--- config.mk ---
export PLATFORM = sky130hd
export DESIGN_NAME = rv_alu_mc
export DESIGN_NICKNAME = d
export VERILOG_FILES = /design/src/rtl/rv_alu_mc.sv
export SDC_FILE = /design/constraint.sdc
export NUM_CORES = 1
export LEC_CHECK = 0
export ABC_AREA = 1
export BUFFER_PORTS_ARGS = -buffer_cell sky130_fd_sc_hd__buf_2
export CAP_MARGIN = 20
export CORE_UTILIZATION = 60
export CTS_CLUSTER_SIZE = 14
export DETAILED_ROUTE_END_ITERATION = 7
export PLACE_DENSITY = 0.95
export SYNTH_ARGS = -nofsm -noshare
export SYNTH_HDL_FRONTEND = slang
export SYNTH_SLANG_ARGS = --single-unit
--- constraint.sdc ---
create_clock -name clk -period 2.63 [get_ports clk]
set_input_delay 0 -clock clk [delete_from_list [all_inputs] [get_ports clk]]
set_output_delay 0 -clock clk [all_outputs]
set_load 0.02 [all_outputs]
--- src/rtl/rv_alu_mc.sv ---
`default_nettype none
// ============================================================================
// Module      : rv_alu_mc
// Description : Multi-cycle integer ALU for an rv32/rv64 execute stage.
//               Add/sub/logic/compare complete in one cycle; shifts run on an
//               iterative shifter moving up to SHIFT_STEP bits per cycle.
//               Valid/ready handshakes on both sides, a tag rides with each
//               op, and a cancel input flushes in-flight or held results.
//               Optional feature macro: ALU_BYPASS_EN (regfile writeback
//               bypass applied to the operands in the accept cycle).
// Revision    : 1.0 - initial release
// ============================================================================
module rv_alu_mc #(
  parameter int unsigned XLEN       = 32,
  parameter int unsigned SHIFT_STEP = 1,
  parameter int unsigned TAG_W      = 5
) (
  input  logic              clk,
  input  logic              reset_n,
  input  logic              in_valid,
  output logic              in_ready,
  input  logic [3:0]        op,
  input  logic              op_w,
  input  logic [XLEN-1:0]   a,
  input  logic [XLEN-1:0]   b,
  input  logic [4:0]        a_idx,
  input  logic [4:0]        b_idx,
  input  logic [TAG_W-1:0]  tag_in,
  input  logic [4:0]        byp_idx,
  input  logic [XLEN-1:0]   byp_val,
  input  logic              cancel,
  output logic              out_valid,
  input  logic              out_ready,
  output logic [XLEN-1:0]   result,
  output logic [TAG_W-1:0]  tag_out,
  output logic              illegal
);

  // Shift-amount width, plus one spare bit so SHIFT_STEP == XLEN is representable.
  localparam int unsigned       c_shw  = $clog2(XLEN);
  localparam int unsigned       c_remw = c_shw + 1;
  localparam logic [c_remw-1:0] c_step = c_remw'(SHIFT_STEP);

  localparam logic [3:0] c_op_add  = 4'd0;
  localparam logic [3:0] c_op_sub  = 4'd1;
  localparam logic [3:0] c_op_and  = 4'd2;
  localparam logic [3:0] c_op_or   = 4'd3;
  localparam logic [3:0] c_op_xor  = 4'd4;
  localparam logic [3:0] c_op_slt  = 4'd5;
  localparam logic [3:0] c_op_sltu = 4'd6;
  localparam logic [3:0] c_op_sll  = 4'd7;
  localparam logic [3:0] c_op_srl  = 4'd8;
  localparam logic [3:0] c_op_sra  = 4'd9;

  typedef enum logic [1:0] {
    ST_IDLE  = 2'd0,
    ST_SHIFT = 2'd1,
    ST_HOLD  = 2'd2
  } state_e;

  // Architectural state
  state_e            state_q;
  logic              started_q;
  logic              out_valid_q;
  logic [XLEN-1:0]   result_q;
  logic [TAG_W-1:0]  tag_q;
  logic              illegal_q;

  // Iterative shifter state
  logic [XLEN-1:0]   sh_val_q;
  logic [c_remw-1:0] sh_rem_q;
  logic [3:0]        sh_op_q;
  logic              sh_w_q;
  logic [TAG_W-1:0]  sh_tag_q;

  // Shifter next-state values
  logic [XLEN-1:0]   sh_val_d;
  logic [c_remw-1:0] sh_rem_d;

  // Combinational datapath
  logic [XLEN-1:0]   w_a_in;
  logic [XLEN-1:0]   w_b_in;
  logic [XLEN-1:0]   w_a_zext;
  logic [XLEN-1:0]   w_a_sext;
  logic [XLEN-1:0]   w_alu_raw;
  logic [XLEN-1:0]   w_alu_sext;
  logic [XLEN-1:0]   w_alu_res;
  logic [XLEN-1:0]   w_sh_init;
  logic [XLEN-1:0]   w_sh_sext;
  logic [XLEN-1:0]   w_sh_res;
  logic [c_remw-1:0] w_shamt;
  logic [c_remw-1:0] w_amt;
  logic              w_is_shift;
  logic              w_illegal_op;
  logic              w_word;
  logic              w_sh_done;
  logic              w_accept;

  // ---------------------------------------------------------------------------
  // Operand selection (bypass only looks at the live inputs of the accept cycle)
  // ---------------------------------------------------------------------------
`ifdef ALU_BYPASS_EN
  assign w_a_in = ((a_idx == byp_idx) && (byp_idx != 5'd0)) ? byp_val : a;
  assign w_b_in = ((b_idx == byp_idx) && (byp_idx != 5'd0)) ? byp_val : b;
`else
  logic w_unused_byp;
  assign w_a_in       = a;
  assign w_b_in       = b;
  assign w_unused_byp = ^{a_idx, b_idx, byp_idx, byp_val};
`endif

  // ---------------------------------------------------------------------------
  // Op decode
  // ---------------------------------------------------------------------------
  assign w_is_shift   = (op == c_op_sll) || (op == c_op_srl) || (op == c_op_sra);
  assign w_illegal_op = (op > c_op_sra);

  // Word ops exist only on RV64 and only for add/sub/shift; logic and compare ignore op_w.
  assign w_word = (XLEN == 64) && op_w &&
                  ((op == c_op_add) || (op == c_op_sub) || w_is_shift);

  // Word shifts use the 5-bit shift amount, full-width shifts use log2(XLEN) bits.
  assign w_shamt = w_word ? c_remw'(w_b_in[4:0]) : c_remw'(w_b_in[c_shw-1:0]);

  // ---------------------------------------------------------------------------
  // 32-bit sign/zero extension helpers; identity on RV32
  // ---------------------------------------------------------------------------
  generate
    if (XLEN == 64) begin : g_xlen64
      assign w_a_zext   = {{(XLEN-32){1'b0}},         w_a_in[31:0]};
      assign w_a_sext   = {{(XLEN-32){w_a_in[31]}},    w_a_in[31:0]};
      assign w_alu_sext = {{(XLEN-32){w_alu_raw[31]}}, w_alu_raw[31:0]};
      assign w_sh_sext  = {{(XLEN-32){sh_val_d[31]}},  sh_val_d[31:0]};
    end else begin : g_xlen32
      assign w_a_zext   = w_a_in;
      assign w_a_sext   = w_a_in;
      assign w_alu_sext = w_alu_raw;
      assign w_sh_sext  = sh_val_d;
    end
  endgenerate

  // Shifter preload: SRLW/SRAW first extend a[31:0] so the wide shift fills correctly.
  always_comb begin
    w_sh_init = w_a_in;
    if (w_word && (op == c_op_srl)) begin
      w_sh_init = w_a_zext;
    end else if (w_word && (op == c_op_sra)) begin
      w_sh_init = w_a_sext;
    end
  end

  // Single-cycle result; shifts land here only when the shift amount is zero.
  always_comb begin
    w_alu_raw = '0;
    case (op)
      c_op_add:  w_alu_raw = w_a_in + w_b_in;
      c_op_sub:  w_alu_raw = w_a_in - w_b_in;
      c_op_and:  w_alu_raw = w_a_in & w_b_in;
      c_op_or:   w_alu_raw = w_a_in | w_b_in;
      c_op_xor:  w_alu_raw = w_a_in ^ w_b_in;
      c_op_slt:  w_alu_raw = {{(XLEN-1){1'b0}}, ($signed(w_a_in) < $signed(w_b_in))};
      c_op_sltu: w_alu_raw = {{(XLEN-1){1'b0}}, (w_a_in < w_b_in)};
      c_op_sll,
      c_op_srl,
      c_op_sra:  w_alu_raw = w_sh_init;
      default:   w_alu_raw = '0;
    endcase
  end

  assign w_alu_res = w_word ? w_alu_sext : w_alu_raw;

  // ---------------------------------------------------------------------------
  // Iterative shifter: each cycle moves min(SHIFT_STEP, remaining) bits
  // ---------------------------------------------------------------------------
  assign w_amt    = (sh_rem_q > c_step) ? c_step : sh_rem_q;
  assign sh_rem_d = sh_rem_q - w_amt;
  assign w_sh_done = (sh_rem_d == '0);

  // One shift step in the direction/fill chosen at accept time.
  always_comb begin
    sh_val_d = sh_val_q;
    case (sh_op_q)
      c_op_sll: sh_val_d = sh_val_q << w_amt;
      c_op_srl: sh_val_d = sh_val_q >> w_amt;
      c_op_sra: sh_val_d = $signed(sh_val_q) >>> w_amt;
      default:  sh_val_d = sh_val_q;
    endcase
  end

  assign w_sh_res = sh_w_q ? w_sh_sext : sh_val_d;

  // ---------------------------------------------------------------------------
  // Handshake: started_q holds in_ready low for the first cycle after reset.
  // ---------------------------------------------------------------------------
  assign in_ready = started_q && !cancel &&
                    ((state_q == ST_IDLE) || ((state_q == ST_HOLD) && out_ready));
  assign w_accept = in_valid && in_ready;

  // Control FSM with registered result/tag/illegal; cancel overrides everything.
  always_ff @(posedge clk or negedge reset_n) begin
    if (!reset_n) begin
      state_q     <= ST_IDLE;
      started_q   <= 1'b0;
      out_valid_q <= 1'b0;
      result_q    <= '0;
      tag_q       <= '0;
      illegal_q   <= 1'b0;
      sh_val_q    <= '0;
      sh_rem_q    <= '0;
      sh_op_q     <= c_op_sll;
      sh_w_q      <= 1'b0;
      sh_tag_q    <= '0;
    end else begin
      started_q <= 1'b1;
      if (cancel) begin
        // Drop any partial shift or held result; result/tag keep their value.
        state_q     <= ST_IDLE;
        out_valid_q <= 1'b0;
      end else if (w_accept) begin
        // Accept happens from IDLE or from HOLD while the old result is consumed.
        if (w_illegal_op) begin
          state_q     <= ST_HOLD;
          out_valid_q <= 1'b1;
          result_q    <= '0;
          tag_q       <= tag_in;
          illegal_q   <= 1'b1;
        end else if (w_is_shift && (w_shamt != '0)) begin
          state_q     <= ST_SHIFT;
          out_valid_q <= 1'b0;
          sh_val_q    <= w_sh_init;
          sh_rem_q    <= w_shamt;
          sh_op_q     <= op;
          sh_w_q      <= w_word;
          sh_tag_q    <= tag_in;
        end else begin
          state_q     <= ST_HOLD;
          out_valid_q <= 1'b1;
          result_q    <= w_alu_res;
          tag_q       <= tag_in;
          illegal_q   <= 1'b0;
        end
      end else begin
        case (state_q)
          ST_SHIFT: begin
            sh_val_q <= sh_val_d;
            sh_rem_q <= sh_rem_d;
            if (w_sh_done) begin
              state_q     <= ST_HOLD;
              out_valid_q <= 1'b1;
              result_q    <= w_sh_res;
              tag_q       <= sh_tag_q;
              illegal_q   <= 1'b0;
            end
          end
          ST_HOLD: begin
            if (out_ready) begin
              state_q     <= ST_IDLE;
              out_valid_q <= 1'b0;
            end
          end
          default: begin
            state_q <= state_q;
          end
        endcase
      end
    end
  end

  assign out_valid = out_valid_q;
  assign result    = result_q;
  assign tag_out   = tag_q;
  assign illegal   = illegal_q;

endmodule
`default_nettype wire

# Word-level counts from Yosys, hierarchy flattened
# Cells that the tools add are included.
[word_totals]
out_inout_bits = 40
register_bits = 89
elab_cells = 105
in_bits = 126
[op_classes]
n_shift = 3
muxes = 40
order_cmp = 4
n_eq_ne = 19
reduce_logical = 21
addsub = 3
bitwise_logic = 5
[op_table]
columns = ["cell", "count"]
rows = [
  ["32-bit two-way mux", 9],
  ["32-bit case mux with 8 select lines", 1],
  ["32-bit case mux with 3 select lines", 1],
  ["32-bit < comparator", 2],
  ["32-bit adder", 1],
  ["32-bit bitwise AND", 1],
  ["32-bit bitwise OR", 1],
  ["32-bit by 6-bit left shift with 32-bit output", 1],
  ["32-bit by 6-bit right shift with 32-bit output", 1],
  ["32-bit by 6-bit >>> shifter with 32-bit output", 1],
  ["32-bit subtractor", 1],
  ["32-bit bitwise XOR", 1],
  ["6-bit two-way mux", 5],
  ["5-bit two-way mux", 5],
  ["4-bit by 3-bit == test with 1-bit output (second input constant)", 5],
  ["4-bit == test (second input constant)", 4],
  ["2-bit two-way mux", 6],
  ["4-bit AND reduction", 3],
  ["1-bit two-way mux", 11],
  ["4-bit by 2-bit == test with 1-bit output (second input constant)", 2],
  ["4-bit != test (second input constant)", 2],
  ["6-bit by 1-bit greater-than comparator with 1-bit output (second input constant)", 1],
  ["6-bit zero test", 1],
  ["6-bit nonzero test", 1],
  ["other kinds (20)", 28],
]

# Longest topological paths before layout
[logic_depth]
word_depth = 8
mapped_depth = 19
mapped_depth_nobuf = 18

# Least setup slack after synthesis
# No wires, ideal clock.
[synth_timing]
path_type = "register to register"
from = "register state_q[1]"
to = "register sh_val_q[8]"
stages_incl_launch_ff = 16
path_buffers = 2
path_slack_ns = 0.445
t_required_ns = 2.498
setup_ns = 0.132
arrival_ns = 2.053
period_less_slack_ns = 2.185
cell_sequence = "dfrtp_1 > inv_1 > ha_1 > a21oi_1 > inv_1 > nand2_1 > inv_1 > nand2_2 > inv_2 > nand3_2 > nand2_1 > inv_2 > buf_2 > buf_2 > a21oi_1 > a22oi_1"
[synth_between]
elab_chain_len = 7
elab_cells_between_ends = 12
classes_between = "4 x eq/ne; 1 x mux; 7 x reduce/logical"
[synth_rtl]
columns = ["element", "line_no", "text"]
rows = [
  ["start: declaration", "62", "state_e state_q;"],
  ["start signal: assignment", "262", "state_q <= state_q;"],
  ["2-bit == test", "196", "((state_q == ST_IDLE) || ((state_q == ST_HOLD) && out_ready));"],
  ["1-bit logical AND", "196", ""],
  ["1-bit logical OR *", "196", ""],
  ["1-bit logical AND *", "195", "assign in_ready = started_q && !cancel &&"],
  ["via in_ready", "21", "output logic in_ready,"],
  ["1-bit logical AND *", "197", "assign w_accept = in_valid && in_ready;"],
  ["2-bit by 1-bit != test with 1-bit output (no line) (tied with other cells)", "--", ""],
  ["4-bit AND reduction (no line)", "--", ""],
  ["end signal: assignment", "230", "sh_val_q <= w_sh_init;"],
  ["end signal: assignment", "245", "sh_val_q <= sh_val_d;"],
  ["end: declaration", "70", "logic [XLEN-1:0] sh_val_q;"],
]
# The timed path passes the listed nets; every way through them passes the cells marked *.
# A chain may end at the register's enable or synchronous reset.

# Worst setup path after layout
[layout_timing]
from = "register state_q[0]"
to = "register sh_val_q[15]"
[layout_between]
elab_chain_len = 7
elab_cells_between_ends = 12
classes_between = "4 x eq/ne; 1 x mux; 7 x reduce/logical"
[layout_rtl]
columns = ["element", "line_no"]
rows = [
  ["2-bit == test", "196"],
  ["1-bit logical AND", "196"],
  ["1-bit logical OR", "196"],
  ["1-bit logical AND", "195"],
  ["1-bit logical AND", "197"],
  ["2-bit by 1-bit != test with 1-bit output (no line) (tied with other cells)", "--"],
  ["4-bit AND reduction (no line)", "--"],
]
# Parallel ways exist; a longest one is shown, timed or not.

==> results.sh <==
export IMPL_run_status="complete, no violations"
export IMPL_cts_buffers=9
export IMPL_setup_violations=0
export IMPL_dieWidth_um=142
export IMPL_grt_pass1_wl_mm=65.5
export IMPL_crit_chain="inv_1 -> ha_1 -> a21oi_1 -> inv_1 -> nand2_1 -> inv_1 -> nand2_2 -> buf_4 -> nand3_1 -> nand2_1 -> inv_2 -> buf_4 -> a211oi_1 -> a21oi_1"
export IMPL_die_h_um=142
export IMPL_power_density_mw_per_mm2=642
export IMPL_ys_top_cells_by_area="nand2_1 (20%), dfrtp_1 (18%), inv_1 (13%), ha_1 (12%), nand3_1 (5.8%)"
export IMPL_drc_errors=0
export IMPL_cp_max_fo=30
export IMPL_num_io_pins=166
export IMPL_hp_class="in -> reg"
export IMPL_worst_r2r_path_depth=14
export IMPL_globalplace_congestion=1.04
export IMPL_first_iter_violations=1569
export IMPL_htreeDepth=3
export IMPL_cts_buffer_depth=2
export IMPL_ys_types=48
export IMPL_max_cap_violations=0
export IMPL_slowest_stage="dfrtp_1"
export IMPL_crit_type="reg -> reg"
export IMPL_initial_core_util_pct=62.1
export IMPL_clkSinkCount=88
export IMPL_timing_fmax_ghz=0.408
export IMPL_fin_setup_tns_ps=0
export IMPL_synth_top_area_share_pct=20.2
export IMPL_path_clk_slew_ps=70
export IMPL_clock_skew_ps=7.88
export IMPL_vias=13829
export IMPL_cts_root_buf="clkbuf_16"
export IMPL_worstPathRequired_ps=2850
export IMPL_rows=50
export IMPL_fillers=1775
export IMPL_multi_input_area_mm2=0.00767
export IMPL_ys_warn_count=0
export IMPL_critPathMaxStageDelay_ps=400
export IMPL_viasPerCell=5.83
export IMPL_ir_drop_mv=0.661
export IMPL_ant_nets=0
export IMPL_fin_crit_sh_pct=93.1
export IMPL_overflow=0
export IMPL_syn_nets=2272
export IMPL_cp_arrival_ps=2670
export IMPL_antenna_found_initial=1
export IMPL_grt_max_degree=55
export IMPL_startpoint_type="flip-flop"
export IMPL_io_buffer_count=117
export IMPL_synth_seq_cells=88
export IMPL_rsz0062_at_grt="false"
export IMPL_layout_min_cycle_time_ps=2450
export IMPL_hold_ws_ps=7.75
export IMPL_grt_usage_pct=41.8
export IMPL_hold_violations=0
export IMPL_p_leak_uw=0.00756
export IMPL_insertion_delay_ps=350
export IMPL_synth_seq_area_share_pct=18.7
export IMPL_grt_pass1_vias=12648
export IMPL_slew_headroom_pct=33.7
export IMPL_syn_avg_cell_area_um2=5.83
export IMPL_hpwlAfterDp_mm=32.1
export IMPL_tightest_slew_ps=993
export IMPL_cp_common_cell="inv_1"
export IMPL_nNetsFinal=2353
export IMPL_slew_viol_final=0
export IMPL_synthCells=2026
export IMPL_netlist_area_mm2=0.0118
export IMPL_design_power_total_uw=8340
export IMPL_crit_path_end_kind="flip-flop"
export IMPL_drive_gt1_share_pct=9.85
export IMPL_wl_mm=41.8
export IMPL_synth_area_leader_cell="nand2_1"
export IMPL_cts_tree="built"
export IMPL_area_growth_pct=9.79
export IMPL_first_pass_iters=6
export IMPL_regArea_mm2=0.00221
export IMPL_dieArea_mm2=0.0203
export IMPL_hold_path_depth=3
export IMPL_core_mm2=0.0190
export IMPL_wire_per_inst_um=17.6
## report_power, final
part	total [uW]	switching (uW)	internal, uW
clock network	1270	612	663
registers	2400	445	1950
logic	4670	3140	1520
total	8340	4200	4140
## cells by family (layout without fill, tap and decap cells)
kind of cell | count (synthesis) | in the layout | synth area share (%)
flip-flops | 88 | 88 | 18.7
AO/OA/AOI/OAI | 362 | 362 | 18.8
AND/OR/NAND/NOR | 958 | 958 | 33.0
buffers and inverters | 494 | 580 | 16.5
XOR/XNOR | 3 | 3 | 0.222
adder cells (fa/ha/maj) | 120 | 120 | 12.8
other | 1 | 2 | 0.0317
## Yosys cell counts, drive strengths merged
master,instances
o22ai,37
o41ai,1
inv,405
buf,50
o21ai,87
and3,2
a31oi,1
o2111ai,3
dfstp,3
nor4,4
a211oi,17
nor3,17
or2,1
nand4,14
ha,118
o21bai,11
conb,1
nand3,140
clkbuf,37
and2,1
xor2,3
clkinv,2
dfrtp,85
o31ai,1
a221oi,21
nand2,641
a21oi,127
o211ai,24
a21boi,11
o21a,3
a22oi,14
o221ai,4
fa,2
nor2,138
## stage by stage
stage | worst slack (ps) | utilization [%] | instance area (um^2) | instances
after CTS | 74.7 | 68.1 | 12900 | 2371
after global placement | 109 | 66.1 | 12600 | 2347
final | 181 | 68.2 | 13000 | 2373
after floorplan | 445 | - | 11800 | 2026
after global routing | 18.5 | 68.2 | 13000 | 2372
after detailed placement | -121 | 66.1 | 12600 | 2347
## final cells by class
type                    instances  area share (%)
repair buffers                157            7.29
multi-input cells            1444            59.1
well taps                     260            2.51
inverters                     407            11.8
diodes                          1          0.0193
flip-flops and latches         88            17.0
clock buffers                   9            1.74
clock inverters                 7           0.492
## critical path, delay by kind of cell (launching register included)
kind / cells / cell delay, ps
buffers and inverters: 6 / 690
AOI/OAI and AO/OA: 3 / 550
adders and majority gates: 1 / 210
and+or+nand+nor: 4 / 470
DFF: 1 / 400
## sequential cells by signal (all words and copies together) (netlist names), 2 cells and up
| signal | count |
|---|---|
| state_q | 2 |
| tag_out | 5 |
| result | 32 |
| sh_tag_q | 5 |
| sh_rem_q | 6 |
| sh_val_q | 32 |
| sh_op_q | 4 |
## metal layers
metal / wire length, um / track usage, %
met2: 17900 / 64.7
met4: 2920 / 26.2
met1: 16500 / 53.5
met5: 0 / 0
met3: 4510 / 8.21
## path summary, 6_finish.rpt
path                                end        from  slack (ps)
max reg2reg                sh_val_q[15]  state_q[0]         180
max in group asynchronous    result[14]     reset_n        1600
min                         sh_rem_q[4]        b[4]           8
max                        sh_val_q[15]  state_q[0]         180
min in group asynchronous   sh_tag_q[1]     reset_n         180
min reg2reg                   result[6]   result[6]         480
## layout by cell type, fill, tap and decap left out, types with 19 or more instances in the layout
| master | n |
|---|---|
| nand2_1 | 637 |
| inv_1 | 396 |
| nand3_1 | 138 |
| nor2_1 | 129 |
| a21oi_1 | 121 |
| ha_1 | 118 |
| buf_2 | 116 |
| dfrtp_1 | 83 |
| o21ai_0 | 75 |
| o22ai_1 | 37 |
| buf_4 | 30 |
| a221oi_1 | 21 |
| o211ai_1 | 19 |
## what timing repair did
| item | 4_1_cts | 5_1_grt |
|---|---|---|
| setup endpoints to repair | 48 | 59 |
| resized for setup | 1 | 9 |
| setup buffers | 0 | 1 |
| hold buffers | 8 | 0 |
| cloned | 0 | 0 |
| endpoints found under the hold margin | 45 | 0 |
Note: power is estimated with default switching activity, not from simulation.
